## config.mk

```make
export PLATFORM = sky130hd
export DESIGN_NAME = dem_pop_decim
export DESIGN_NICKNAME = d
export VERILOG_FILES = /design/src/rtl/dem_pop_decim.sv
export SDC_FILE = /design/constraint.sdc
export NUM_CORES = 1
export LEC_CHECK = 0
export ABC_CLOCK_PERIOD_IN_PS = 6000
export CORE_MARGIN = 5
export CORE_UTILIZATION = 62
export CTS_BUF_LIST = sky130_fd_sc_hd__clkbuf_8
export CTS_CLUSTER_DIAMETER = 200
export DETAILED_ROUTE_END_ITERATION = 10
export GPL_ROUTABILITY_DRIVEN = 0
export HOLD_SLACK_MARGIN = 0.12
export PLACE_DENSITY = 0.88
export SLEW_MARGIN = 10
export SYNTH_ARGS = -nofsm -noshare
export SYNTH_HDL_FRONTEND = slang
export SYNTH_SLANG_ARGS = --single-unit
```

## constraint.sdc

```tcl
create_clock -name mclk512 -period 6 [get_ports mclk512]
set_input_delay 1.8 -clock mclk512 [delete_from_list [all_inputs] [get_ports mclk512]]
set_output_delay 1.8 -clock mclk512 [all_outputs]
set_load 0.03 [all_outputs]
```

## src/rtl/dem_pop_decim.sv

```systemverilog
// Popcount decoder and integrate-and-dump decimator for the dual-channel DEM
// unit-element vectors, delivering paired L/R sums over a valid/ready port.
module dem_pop_decim #(
    parameter int DECIM = 64,
    parameter int ACC_W = 11
) (
    input  logic                    mclk512,
    input  logic                    reset,
    input  logic [1:0]              dem_count,
    input  logic [15:0]             dem_out_l,
    input  logic [15:0]             dem_out_r,
    input  logic                    exchangeLR,
    input  logic                    dsm_clr,
    output logic signed [ACC_W-1:0] out_l,
    output logic signed [ACC_W-1:0] out_r,
    output logic                    out_valid,
    input  logic                    out_ready,
    output logic                    overrun,
    output logic [15:0]             stat_frames
);

    localparam int            K_W    = (DECIM > 1) ? $clog2(DECIM) : 1;
    localparam logic [K_W-1:0] K_LAST = K_W'(DECIM - 1);

    logic strobe;
    logic clear;

    assign strobe = (dem_count == 2'b01);
    assign clear  = reset | dsm_clr;

    // Unit-element count mapped onto the signed DSM level: 0 ones -> -8, 16 ones -> +8.
    function automatic logic signed [4:0] unit_level(input logic [15:0] vec);
        logic [4:0] ones;
        ones = '0;
        for (int i = 0; i < 16; i++) begin
            ones = ones + 5'(vec[i]);
        end
        return $signed(ones - 5'd8);
    endfunction

    // ------------------------------------------------------------------
    // E0: capture the vector pair on the frame strobe
    // ------------------------------------------------------------------
    logic        cap_vld;
    logic [15:0] cap_l;
    logic [15:0] cap_r;

    // NOTE: sequential state is written with non-blocking assignments so every
    // stage samples the previous stage's value from before this edge.
    always_ff @(posedge mclk512) begin
        if (clear) begin
            cap_vld <= 1'b0;
            cap_l   <= '0;
            cap_r   <= '0;
        end else begin
            cap_vld <= strobe;
            if (strobe) begin
                cap_l <= exchangeLR ? dem_out_r : dem_out_l;
                cap_r <= exchangeLR ? dem_out_l : dem_out_r;
            end
        end
    end

    // Frame statistics survive dsm_clr; only a full reset zeroes them.
    always_ff @(posedge mclk512) begin
        if (reset) begin
            stat_frames <= '0;
        end else if (strobe) begin
            stat_frames <= stat_frames + 16'd1;
        end
    end

    // ------------------------------------------------------------------
    // E1: decode each vector to a signed level
    // ------------------------------------------------------------------
    logic              lvl_vld;
    logic signed [4:0] lvl_l;
    logic signed [4:0] lvl_r;

    always_ff @(posedge mclk512) begin
        if (clear) begin
            lvl_vld <= 1'b0;
            lvl_l   <= '0;
            lvl_r   <= '0;
        end else begin
            lvl_vld <= cap_vld;
            if (cap_vld) begin
                lvl_l <= unit_level(cap_l);
                lvl_r <= unit_level(cap_r);
            end
        end
    end

    // ------------------------------------------------------------------
    // E2: integrate, and dump at the last frame of the window
    // ------------------------------------------------------------------
    logic signed [ACC_W-1:0] acc_l;
    logic signed [ACC_W-1:0] acc_r;
    logic        [K_W-1:0]   k;
    logic signed [ACC_W-1:0] sum_l;
    logic signed [ACC_W-1:0] sum_r;
    logic                    dump;

    assign sum_l = acc_l + {{(ACC_W-5){lvl_l[4]}}, lvl_l};
    assign sum_r = acc_r + {{(ACC_W-5){lvl_r[4]}}, lvl_r};
    assign dump  = lvl_vld && (k == K_LAST);

    always_ff @(posedge mclk512) begin
        if (clear) begin
            acc_l <= '0;
            acc_r <= '0;
            k     <= '0;
        end else if (lvl_vld) begin
            if (dump) begin
                acc_l <= '0;
                acc_r <= '0;
                k     <= '0;
            end else begin
                acc_l <= sum_l;
                acc_r <= sum_r;
                k     <= k + K_W'(1);
            end
        end
    end

    // ------------------------------------------------------------------
    // Output holding register with valid/ready handshake
    // ------------------------------------------------------------------
    logic load;
    logic lost;

    // NOTE: every signal driven from always_comb gets a default first, so no
    // path through the block can leave it unassigned and infer a latch.
    always_comb begin
        load = 1'b0;
        lost = 1'b0;
        if (dump) begin
            if (out_valid && !out_ready) begin
                lost = 1'b1;
            end else begin
                load = 1'b1;
            end
        end
    end

    always_ff @(posedge mclk512) begin
        if (clear) begin
            out_l     <= '0;
            out_r     <= '0;
            out_valid <= 1'b0;
            overrun   <= 1'b0;
        end else begin
            if (load) begin
                out_l     <= sum_l;
                out_r     <= sum_r;
                out_valid <= 1'b1;
            end else if (out_valid && out_ready) begin
                out_valid <= 1'b0;
            end
            if (lost) begin
                overrun <= 1'b1;
            end
        end
    end

endmodule

```

==> impl_metrics.yaml <==
routing:
  wl_per_cell_um: 14.5
  vias_per_cell: 5.56
  vias: 4918
  final_antenna_net_count: 0
  drt-initial-drc-count: 188
  drc: 0
  drt-pass1-iter-count: 4
  routed_wl_mm: 12.8
layout:
  nets: 841
  drive_gt1_share_pct: 4.66
  regArea_um2: 2240
  fill_cells: 727
  n_antenna_cell: 0
  instances_no_fill: 884
  multi_input_area_um2: 3580
  finalInstanceArea_um2: 7140
  area_growth_pct: 16.6
clock_tree:
  post_cts_resized: 0
  numCtsBuffers: 9
  cts_tree: "done"
  clk_pin_slew_ps: 120
  cts_hold_buf: 0
  cts_setup_buffers: 0
  htreeDepth: 3
  cts.path.max_buffers: 2
  ctsRootBufferMaster: "clkbuf_8"
  clock_latency_ps: 380
  cts.sinks: 112
timing:
  skew_ps: 13.8
  min_period_ps: 3730
  slew_violations: 0
  finalHoldViolCount: 0
  relSlewSlack_pct: 44.3
  tns_ps: 0
  fmax_mhz: 268
  timing.final.crit_share_pct: 62.2
  rsz0062_at_grt: "no"
  worst_slew_pin_slew_ps: 835
  finalSetupViolCount: 0
setup_path:
  cp-start-kind: "primary input"
  reg2regPathDepth: 11
  path_max_fanout: 58
  crit_type: "primary input to register"
  path_cells: "clkdlybuf4s50_1 -> or2_2 -> buf_4 -> nor3_1"
  cp_slowest_stage_delay_ps: 860
  slowest_stage: "clkdlybuf4s50_1"
  crit_buf_inv: 2
  cp.required_ps: 6260
  endpoint_kind: "register"
  critical_path_arrival_ps: 3990
  path_depth: 4
  crit_family: "buffers and inverters"
hold_path:
  hold_path_depth: 2
  hp-class: "register to register"
placement:
  place_hpwl_mm: 9.84
  place_inst: 868
  port_buffers: 78
  post_dp_cell_area_um2: 6950
global_route:
  overflow: 0
  grt_first_pass_wirelength_mm: 21.8
  grt_max_degree: 70
  track_usage_pct: 22.7
  antenna_found_initial: 0
  grt_pass1_vias: 4829
power_and_ir_drop:
  leakagePower_nw: 2.79
  internal-power_uw: 996
  p_switching_uw: 365
  seqPwrFrac_pct: 55.9
  p_comb_share_pct: 11.2
  ir_drop_uv: 100
  swShare_pct: 26.8
  p_total_mw: 1.36
  clkPwrFrac_pct: 33.0
  powerDensity_nw_per_um2: 191
yosys:
  ys_warn_count: 0
  syn_area_per_cell_um2: 8.89
  synth_flop_cell: "dfxtp_1"
  netlist_area_um2: 6120
  synth_fp_nets: 784
  synthMuxAreaShare_pct: 6.86
  synth-seq-cells: 112
  synth_compound_area_share_pct: 15.1
  synth-xor-area-share_pct: 4.86
  yosysSeqAreaShare_pct: 36.6
  yosys.area.top_type_share_pct: 36.6
  synth_top_family_by_area: "simple AND/OR/NAND/NOR gates"
  synth-edff-count: 0
  ys_top_cells_by_area: "dfxtp_1 (37%), fa_1 (7.8%), mux2i_1 (6.9%)"
  synth_fa_ha_area_share_pct: 14.4
  syn_inst: 689
  synth.distinct_cells: 50
  async_flop_share_pct: 0
  yosys.area_share.simple_pct: 17.2
  yosys.area.top_type: "dfxtp_1"
floorplan:
  die_height_um: 109
  io_pins: 79
  die_w_um: 109
  rows: 36
  die_area_um2: 12000
  initial_core_util_pct: 63.2
  core_um2: 9680
run:
  drv_cap: 0
run_status:
  status: "complete, no violations"
[sequential cells by signal, summed over array words and instances (netlist names), 5 cells and up]
register / count
lvl_l: 5
out_l: 11
cap_r: 16
acc_r: 11
acc_l: 11
lvl_r: 5
cap_l: 16
stat_frames: 16
out_r: 11
k: 6
[final timing paths]
check	end	slack (ps)	start
min	out_r[2]	460	out_r[2]
max reg2reg	lvl_r[3]	2310	cap_r[0]
min reg2reg	out_r[2]	460	out_r[2]
max	k[3]	2270	reset
[worst min-delay path: cells and delay by family, from the launching register on]
kind	cells	cell delay [ps]
AND/OR/NAND/NOR	1	50
flip-flops	1	330
AO/OA/AOI/OAI	1	50
[per-layer routing]
layer	vias to the layer above	wire length, um	track usage, %
li1	2469	-	-
met1	2293	5610	29.3
met5	-	0	0
met4	0	219	8.01
met3	21	662	3.35
met2	135	6320	38.9
[layout by cell type (no fill, tap or decap), types with 18 or more instances in the layout]
master,n
a21oi_1,47
nor2_1,98
inv_1,43
dfxtp_1,112
nand2_1,47
nand3_1,18
o21ai_0,20
a211oi_1,37
ha_1,32
mux2i_1,42
xnor2_1,18
fa_1,24
clkdlybuf4s50_1,77
[cells by family (layout without fill, tap and decap cells)]
family / Yosys count / in the layout
compound gates: 140 / 140
xor+xnor: 34 / 34
fa+ha+maj: 56 / 56
buf+inv: 78 / 140
flops: 112 / 112
mux: 42 / 42
simple gates: 227 / 227
[Yosys cell counts (all sizes together), types with 3 or more instances]
library cell / n
or3: 8
buf: 10
a21oi: 47
xnor2: 18
nor3: 5
a21o: 9
o21a: 4
a31oi: 4
and2: 5
nand4: 3
nand2: 47
dfxtp: 112
nor2: 99
nor2b: 13
ha: 32
clkbuf: 25
mux2i: 42
o21ai: 20
and3: 3
a211oi: 39
or2: 4
nand3b: 6
inv: 43
a21boi: 3
nand3: 18
nand2b: 12
xor2: 16
fa: 24
[cell type report]
class                           count  area share, %
Inverter                           43           2.26
Tap cell                          133           2.33
Clock inverter                      6          0.823
Timing Repair Buffer               81           11.2
Multi-Input combinational cell    499           50.1
Clock buffer                       10           1.93
Sequential cell                   112           31.4
[metrics by stage]
step	setup slack (ps)	utilization, %	hold slack (ps)
floorplan	2520	-	449
global placement	1960	71.7	445
detailed placement	1860	71.7	449
CTS	2280	73.8	466
global route	2090	73.8	488
finish	2270	73.8	462
[power by group through the flow]
stage / combinational, mW / sequential, mW / clock, mW
floorplan: 0.0973 / 0.777 / 0
global placement: 0.145 / 0.777 / 0
detailed placement: 0.154 / 0.778 / 0
CTS: 0.155 / 0.761 / 0.457
global route: 0.171 / 0.763 / 0.496
finish: 0.152 / 0.761 / 0.449
No activity file was read; power rests on OpenSTA's default activity.
